===== src/rtl/branch_sched.sv =====
// Branch compare-unit scheduler for the dual-issue execute stage: arbitrates two
// issue slots onto one compare unit, raises front-end redirects and queues predictor updates.
module branch_sched #(
    parameter int unsigned XLEN          = 32,
    parameter int unsigned UPD_DEPTH     = 2,
    parameter int unsigned SQUASH_CYCLES = 2
) (
    input  logic                 clk_i,
    input  logic                 rst_i,

    input  logic [1:0]           req_valid_i,
    output logic [1:0]           req_ready_o,
    input  logic [1:0][XLEN-1:0] req_rs1_i,
    input  logic [1:0][XLEN-1:0] req_rs2_i,
    input  logic [1:0][2:0]      req_op_i,
    input  logic [1:0][XLEN-1:0] req_pc_i,
    input  logic [1:0][XLEN-1:0] req_target_i,
    input  logic [1:0]           req_pred_taken_i,
    input  logic [1:0][XLEN-1:0] req_pred_target_i,

    output logic [XLEN-1:0]      bu_a_o,
    output logic [XLEN-1:0]      bu_b_o,
    output logic [2:0]           bu_op_o,
    input  logic                 bu_result_i,

    input  logic                 flush_i,

    output logic                 redirect_valid_o,
    output logic [XLEN-1:0]      redirect_pc_o,

    output logic                 upd_valid_o,
    input  logic                 upd_ready_i,
    output logic [XLEN-1:0]      upd_pc_o,
    output logic                 upd_taken_o,
    output logic [XLEN-1:0]      upd_target_o
);

    localparam logic [0:0] ST_IDLE   = 1'b0;
    localparam logic [0:0] ST_SQUASH = 1'b1;

    localparam int unsigned AW = $clog2(UPD_DEPTH);
    localparam int unsigned CW = $clog2(SQUASH_CYCLES + 1);

    logic [0:0]      state_q, state_d;
    logic [CW-1:0]   sq_cnt_q, sq_cnt_d;

    logic [XLEN-1:0] fifo_pc    [UPD_DEPTH];
    logic            fifo_taken [UPD_DEPTH];
    logic [XLEN-1:0] fifo_tgt   [UPD_DEPTH];
    logic [AW-1:0]   wr_ptr_q, rd_ptr_q;
    logic [AW:0]     count_q;

    logic            fifo_full;
    logic            pop;
    logic            push;
    logic            grant_any;
    logic            gsel;
    logic            sel;
    logic            accept;
    logic            taken;
    logic            mispredict;
    logic [XLEN-1:0] redirect_pc_d;

    assign fifo_full   = (count_q == (AW+1)'(UPD_DEPTH));
    assign upd_valid_o = (count_q != '0);
    assign pop         = upd_valid_o & upd_ready_i;

    assign upd_pc_o     = fifo_pc[rd_ptr_q];
    assign upd_taken_o  = fifo_taken[rd_ptr_q];
    assign upd_target_o = fifo_tgt[rd_ptr_q];

    // Slot 0 is older and always wins; slot 1 only when slot 0 is idle.
    assign grant_any = (state_q == ST_IDLE) && !flush_i && (req_valid_i != 2'b00);
    assign gsel      = !req_valid_i[0];
    assign sel       = grant_any ? gsel : 1'b0;

    always_comb begin
        req_ready_o = '0;
        if (!rst_i && !flush_i) begin
            if (state_q == ST_SQUASH) begin
                req_ready_o = req_valid_i;
            end else if (grant_any && (!fifo_full || pop)) begin
                req_ready_o[gsel] = 1'b1;
            end
        end
    end

    assign bu_a_o  = req_rs1_i[sel];
    assign bu_b_o  = req_rs2_i[sel];
    assign bu_op_o = req_op_i[sel];

    assign accept     = (state_q == ST_IDLE) && req_ready_o[sel];
    assign push       = accept;
    assign taken      = bu_result_i;
    assign mispredict = (taken != req_pred_taken_i[sel]) ||
                        (taken && (req_pred_target_i[sel] != req_target_i[sel]));
    assign redirect_pc_d = taken ? req_target_i[sel] : (req_pc_i[sel] + XLEN'(4));

    always_comb begin
        state_d  = state_q;
        sq_cnt_d = sq_cnt_q;
        if (flush_i) begin
            state_d  = ST_IDLE;
            sq_cnt_d = '0;
        end else begin
            case (state_q)
                ST_IDLE: begin
                    if (accept && mispredict) begin
                        state_d  = ST_SQUASH;
                        sq_cnt_d = CW'(SQUASH_CYCLES);
                    end
                end
                ST_SQUASH: begin
                    if (sq_cnt_q == CW'(1)) begin
                        state_d  = ST_IDLE;
                        sq_cnt_d = '0;
                    end else begin
                        sq_cnt_d = sq_cnt_q - CW'(1);
                    end
                end
                default: begin
                    state_d  = ST_IDLE;
                    sq_cnt_d = '0;
                end
            endcase
        end
    end

    always_ff @(posedge clk_i or posedge rst_i) begin
        if (rst_i) begin
            state_q          <= ST_IDLE;
            sq_cnt_q         <= '0;
            redirect_valid_o <= 1'b0;
            redirect_pc_o    <= '0;
        end else begin
            state_q          <= state_d;
            sq_cnt_q         <= sq_cnt_d;
            redirect_valid_o <= accept && mispredict;
            if (accept && mispredict) begin
                redirect_pc_o <= redirect_pc_d;
            end
        end
    end

    always_ff @(posedge clk_i or posedge rst_i) begin
        if (rst_i) begin
            wr_ptr_q <= '0;
            rd_ptr_q <= '0;
            count_q  <= '0;
        end else begin
            if (push) begin
                wr_ptr_q <= wr_ptr_q + AW'(1);
            end
            if (pop) begin
                rd_ptr_q <= rd_ptr_q + AW'(1);
            end
            case ({push, pop})
                2'b10:   count_q <= count_q + (AW+1)'(1);
                2'b01:   count_q <= count_q - (AW+1)'(1);
                default: count_q <= count_q;
            endcase
        end
    end

    always_ff @(posedge clk_i) begin
        if (push) begin
            fifo_pc[wr_ptr_q]    <= req_pc_i[sel];
            fifo_taken[wr_ptr_q] <= taken;
            fifo_tgt[wr_ptr_q]   <= req_target_i[sel];
        end
    end

endmodule


===== config.mk =====
export PLATFORM = sky130hd
export DESIGN_NAME = branch_sched
export DESIGN_NICKNAME = d
export VERILOG_FILES = /design/src/rtl/branch_sched.sv
export SDC_FILE = /design/constraint.sdc
export NUM_CORES = 1
export LEC_CHECK = 0
export CORE_AREA = 2 2 197 199
export CTS_BUF_LIST = sky130_fd_sc_hd__clkbuf_8
export DETAILED_ROUTE_END_ITERATION = 7
export DIE_AREA = 0 0 199 201
export PLACE_DENSITY = 0.66
export SETUP_SLACK_MARGIN = 0.4
export SLEW_MARGIN = 20
export SYNTH_ARGS = -nofsm -noshare
export SYNTH_HDL_FRONTEND = slang
export SYNTH_SLANG_ARGS = --single-unit

===== constraint.sdc =====
create_clock -name clk_i -period 4.55 [get_ports clk_i]
set_clock_uncertainty 0.05 [all_clocks]
set_input_delay 0.91 -clock clk_i [delete_from_list [all_inputs] [get_ports clk_i]]
set_output_delay 0.91 -clock clk_i [all_outputs]
set_load 0.05 [all_outputs]

# == Yosys cells after proc, flatten, opt, wreduce, memory -nomap -nowiden ==
# Memory sizes are Yosys's and may differ from the RTL's.
# Index checks and enable logic that the tools add are counted.
# Widths: inputs -> output; s select.
# classes
reduce_logical,17
mux,34
n_addsub,6
n_lt_le_gt_ge,3
bitwise,2
n_eq_ne,7
# op_table
operator,count
$mux 32,11
$add 32x3->32 const B,1
$ne 32x32->1,1
$mux 2,6
$mux 1,11
$logic_and 1x1->1,8
$pmux 2 s2,2
$mux 3,2
$reduce_bool 2->1,3
$eq 2x1->1 const B,2
$eq 2x2->1 const B,2
$logic_not 1->1,4
$lt 1x2->1 const B,2
$sub 2x1->2 const B,2
$ne 3x2->1 const B,1
$add 1x1->1 const B,2
$add 2x1->2 const B,1
$logic_or 1x1->1,2
$pmux 1 s2,1
$and 1x1->1,1
$demux 1 s1,1
$ge 1x1->1 const B,1
$ne 1x1->1,1
$not 1->1,1
# word_totals
input_bits,335
ram_bits,130
mem_count,3
elab_cells,79
out_inout_bits,168
regBits,40
# mem_list
name,words,word_bits,read_ports,rd_ports_with_merged_regs,wr,line,rtl
fifo_pc,2,32,1,0,1,47,logic [XLEN-1:0] fifo_pc [UPD_DEPTH];
fifo_tgt,2,32,1,0,1,49,logic [XLEN-1:0] fifo_tgt [UPD_DEPTH];
fifo_taken,2,1,1,0,1,48,logic fifo_taken [UPD_DEPTH];

# == Longest topological paths before layout ==
# logic_depth
word_depth,15
ltp_mapped,19
depth_no_buf,11

# == Worst setup path after synthesis ==
# OpenSTA, ideal clock, no wires.
# synth_timing
path_kind,in2reg
from,input flush_i
to,"memory fifo_pc[0][0], enable pin"
setup_time_ps,488
n_path_buf,1
slack_ps,-607
stages,6
t_required_ps,4012
arrival_ps,4619
path_cell_list,nor4b_2 -> buf_2 -> nor2_1 -> nor3_2 -> inv_1 -> nor2_1
# synth_between
elab_chain_cells,12
elab_cells_between_ends,14
classes_between,mux (8); reduce/logical (6)
# synth_lines
item,line,rtl
start: declaration,26,"input logic flush_i,"
$logic_not 1->1 (*),"73, 79",
$logic_and 1x1->1 (2 in series),73,assign grant_any = (state_q == ST_IDLE) && !flush_i && (req_valid_i != 2'b00);
$logic_and 1x1->1,82,end else if (grant_any && (!fifo_full || pop)) begin
$mux 2,82,
$mux 2,80,if (state_q == ST_SQUASH) begin
$mux 2,79,if (!rst_i && !flush_i) begin
$mux 1 (implied by the code) (*) (2 in series),92,assign accept = (state_q == ST_IDLE) && req_ready_o[sel];
$logic_and 1x1->1 (*),92,
$mux 1 (*),166,if (push) begin
$mux 1 (implied by the code) (*),167,fifo_pc[wr_ptr_q] <= req_pc_i[sel];
end: declaration,47,
# Every way passes the cells marked *; elsewhere a longest branch is shown, timed or not. The select of a mux whose other input is x is not followed.

# == Final worst setup path ==
# layout_timing
from,input flush_i
to,output bu_a_o[25]
# layout_between
elab_chain_cells,6
# layout_lines
item,line,rtl
$logic_not 1->1,73,
$logic_and 1x1->1 (2 in series),73,
$mux 1,75,assign sel = grant_any ? gsel : 1'b0;
$mux 32 (implied by the code) (2 in series),88,assign bu_a_o = req_rs1_i[sel];
end: declaration,21,"output logic [XLEN-1:0] bu_a_o,"
# No other way between the ends. The select of a mux whose other input is x is not followed.

==> impl_metrics.prom <==
# TYPE chip_impl_metric gauge
chip_impl_metric{name="place_hpwl",unit="mm"} 35.9
chip_impl_metric{name="average_wire_length_per_cell_after_detail_routing",unit="µm"} 21.1
chip_impl_metric{name="syn_inst",unit=""} 1048
chip_impl_metric{name="cts.htree.levels",unit=""} 4
chip_impl_info{name="run_status",value="finished clean"} 1
chip_impl_metric{name="timing.final.crit_share",unit="%"} 87.1
chip_impl_metric{name="totalWireLength",unit="mm"} 43.8
chip_impl_metric{name="grt_antenna_before_repair",unit=""} 19
chip_impl_metric{name="irDropWorstVdd",unit="V"} 0.000202
chip_impl_metric{name="io_buffers",unit=""} 502
chip_impl_metric{name="yosys.area.top_type_share",unit="%"} 39.2
chip_impl_metric{name="die-height",unit="µm"} 201
chip_impl_info{name="root_buffer",value="clkbuf_8"} 1
chip_impl_metric{name="crit_arrival",unit="ps"} 3000
chip_impl_metric{name="gp_congestion",unit=""} 0.884
chip_impl_info{name="timing.setup.critical_path_class",value="input port to primary output"} 1
chip_impl_metric{name="first_global_vias",unit=""} 9939
chip_impl_metric{name="slew_viol_final",unit=""} 0
chip_impl_metric{name="nets",unit=""} 1875
chip_impl_metric{name="ys_ff_latch",unit=""} 170
chip_impl_metric{name="synth_fp_nets",unit=""} 1386
chip_impl_info{name="yosys-top-cells-area",value="edfxtp_1 (39%), nand2_1 (14%), mux2_2 (11%), dfrtp_1 (10%), xnor2_1 (4.1%)"} 1
chip_impl_info{name="synth_flop_cell",value="edfxtp_1"} 1
chip_impl_metric{name="first_pass_grt_wire_length",unit="mm"} 62.7
chip_impl_info{name="startpoint_type",value="input port"} 1
chip_impl_metric{name="power_per_cell_area",unit="nW/µm²"} 404
chip_impl_metric{name="top_level_ports",unit=""} 503
chip_impl_metric{name="cts_hold_repair.buffers",unit=""} 0
chip_impl_metric{name="relative_max_transition_margin",unit="%"} 37.6
chip_impl_metric{name="die_area",unit="µm²"} 40000
chip_impl_metric{name="leakagePower",unit="nW"} 6.54
chip_impl_info{name="min-delay-path-class",value="flip-flop to flip-flop"} 1
chip_impl_metric{name="post_cts.resized_instances",unit=""} 0
chip_impl_metric{name="drive_gt1_share",unit="%"} 14.7
chip_impl_info{name="cts_tree",value="yes"} 1
chip_impl_metric{name="postCtsSetupRepairBufs",unit=""} 0
chip_impl_metric{name="maxCapViolCount",unit=""} 0
chip_impl_metric{name="drc",unit=""} 0
chip_impl_metric{name="antenna_left",unit=""} 0
chip_impl_metric{name="async_reset_ff_share",unit="%"} 23.5
chip_impl_metric{name="dpl-instance-area",unit="µm²"} 16300
chip_impl_metric{name="placementRows",unit=""} 72
chip_impl_metric{name="avgSynthCellArea",unit="µm²"} 9.49
chip_impl_metric{name="drt_first_pass_iters",unit=""} 7
chip_impl_metric{name="hold_viol_final",unit=""} 0
chip_impl_metric{name="cts_made_buffers",unit=""} 17
chip_impl_metric{name="cts.reportedPaths.clkPinSlew",unit="ps"} 90
chip_impl_metric{name="yosysUniqueCellTypes",unit=""} 56
chip_impl_metric{name="vias_per_cell",unit=""} 4.66
chip_impl_metric{name="via_count",unit=""} 9667
chip_impl_info{name="post-synth-top-area-cell",value="edfxtp_1"} 1
chip_impl_metric{name="synth-seq-area-share",unit="%"} 49.3
chip_impl_metric{name="detailedRoute.firstIterationViolations",unit=""} 519
chip_impl_metric{name="clk_latency",unit="ps"} 440
chip_impl_metric{name="fp.dieW",unit="µm"} 199
chip_impl_metric{name="post_synth_instance_area",unit="µm²"} 9950
chip_impl_metric{name="layout.core_utilization",unit="%"} 43.8
chip_impl_metric{name="max_freq",unit="GHz"} 0.252
chip_impl_metric{name="tightest_slew",unit="ps"} 936
chip_impl_metric{name="placeableCoreArea",unit="µm²"} 38100
chip_impl_metric{name="max-clock-path-buffers",unit=""} 2
chip_impl_metric{name="initial_core_util",unit="%"} 26.1
chip_impl_metric{name="gr-usage-all-layers",unit="%"} 21.4
chip_impl_metric{name="yosys_warnings",unit=""} 0
chip_impl_metric{name="synth_edf_count",unit=""} 130
chip_impl_metric{name="setup_viol",unit=""} 0
chip_impl_info{name="cp-end-kind",value="primary output"} 1
chip_impl_info{name="grt_setup_unrepaired",value="no"} 1
chip_impl_metric{name="cp.required",unit="ps"} 3590
chip_impl_metric{name="min_period",unit="ps"} 3960
chip_impl_metric{name="grt_max_degree",unit=""} 68
chip_impl_metric{name="area_growth_syn_to_layout",unit="%"} 67.9
chip_impl_metric{name="final_area",unit="µm²"} 16700
chip_impl_metric{name="grt-ovfl-total",unit=""} 0
chip_impl_metric{name="worstPathMaxFanout",unit=""} 67
chip_impl_metric{name="cts.sink_count",unit=""} 170
[where the power goes]
part	leakage, nW	internal [mW]	switching (mW)
Sequential	1.67	1.91	0.198
Combinational	4.67	1.40	2.15
Clock	0.198	0.498	0.582
Total	6.54	3.81	2.93
[worst max-delay path, stage by stage]
cell	delay, ps
clkdlybuf4s50_1	550
or4b_4	740
buf_6	310
nand2_1	130
nand2_1	130
buf_12	180
[cell usage after synthesis (2+ instances only)]
master / number
xor2_1: 20
a21o_1: 2
nor3_1: 15
buf_6: 2
mux2i_1: 12
nand2_1: 382
o22ai_1: 9
clkbuf_1: 26
nor2_1: 29
xnor2_1: 47
a2111oi_2: 2
a221oi_1: 2
mux2_2: 93
o21ai_1: 3
o2111ai_1: 3
a21oi_1: 10
nor4b_1: 2
ha_1: 3
buf_2: 18
mux2_1: 6
a31oi_1: 3
a222oi_1: 4
nor2b_1: 5
and2_1: 3
nand4_1: 7
nor4_1: 9
dfrtp_1: 40
o221ai_1: 4
buf_1: 5
nand3_1: 29
a211oi_1: 2
o21ai_0: 40
nor4_4: 2
edfxtp_1: 130
inv_1: 49
nand2b_1: 10
[area by class of cell]
type | count | area [µm²]
clock inverters | 15 | 165
repair buffers | 522 | 5890
diodes | 6 | 15.0
flip-flops and latches | 170 | 4910
fillers | 3620 | 21400
multi-input cells | 777 | 4650
inverters | 49 | 184
well taps | 518 | 648
clock buffers | 17 | 234
[registers in the layout, summed over array words and instances, names as in the netlist]
signal,cells
state_q,1
fifo_pc,64
sq_cnt_q,2
redirect_pc_o,32
fifo_taken,2
redirect_valid_o,1
rd_ptr_q,1
fifo_tgt,64
count_q,2
wr_ptr_q,1
[path summary, 6_finish.rpt]
path	start	end	slack, ps	cells past startpoint
min in group asynchronous	rst_i	sq_cnt_q[1]	990	2
worst min register to register	redirect_pc_o[15]	redirect_pc_o[15]	440	1
worst max-delay path	flush_i	bu_a_o[25]	590	6
max in group asynchronous	rst_i	rd_ptr_q	2770	2
worst min-delay path	redirect_pc_o[15]	redirect_pc_o[15]	440	1
worst max register to register	state_q	redirect_pc_o[4]	1170	8
[logic make-up (layout without fill, tap and decap cells)]
group | after synthesis | in the layout | synth area share (%)
buf+inv | 101 | 603 | 4.23
other cells | 0 | 6 | 0
fa+ha+maj | 3 | 3 | 0.377
mux | 111 | 111 | 12.4
flops | 170 | 170 | 49.3
simple gates | 500 | 500 | 21.2
compound gates | 96 | 96 | 6.58
xor+xnor | 67 | 67 | 5.90
[routing by layer]
layer  global-route usage (%)  vias up  wire length [µm]
met3                     7.76       56              4130
li1                         -     4559                 -
met1                     23.7     4614             16400
met2                     38.5      414             22200
met5                        0        -               150
met4                     5.38       24               893
[placed cells by master, fill, tap and decap left out, types with 12 or more instances in the layout]
cell type,count
buf_12,71
nor3_1,15
mux2i_1,12
mux2_2,93
inv_1,49
xor2_1,20
o21ai_0,40
buf_4,15
edfxtp_1,130
clkdlybuf4s50_1,434
clkbuf_8,17
xnor2_1,47
nor2_1,27
nand3_1,29
nand2_1,382
dfrtp_1,39
[metrics by stage]
step	total power [mW]	TNS (ps)	hold WS, ps	worst slack, ps	std cells
after floorplan	4.15	-63800	406	-491	1048
after global placement	5.70	0	420	310	2036
after detailed placement	5.72	0	426	290	2036
after CTS	6.81	0	445	488	2068
after global routing	7.00	0	471	459	2072
final	6.74	0	441	588	2074
Power figures use the tool's default switching activity.
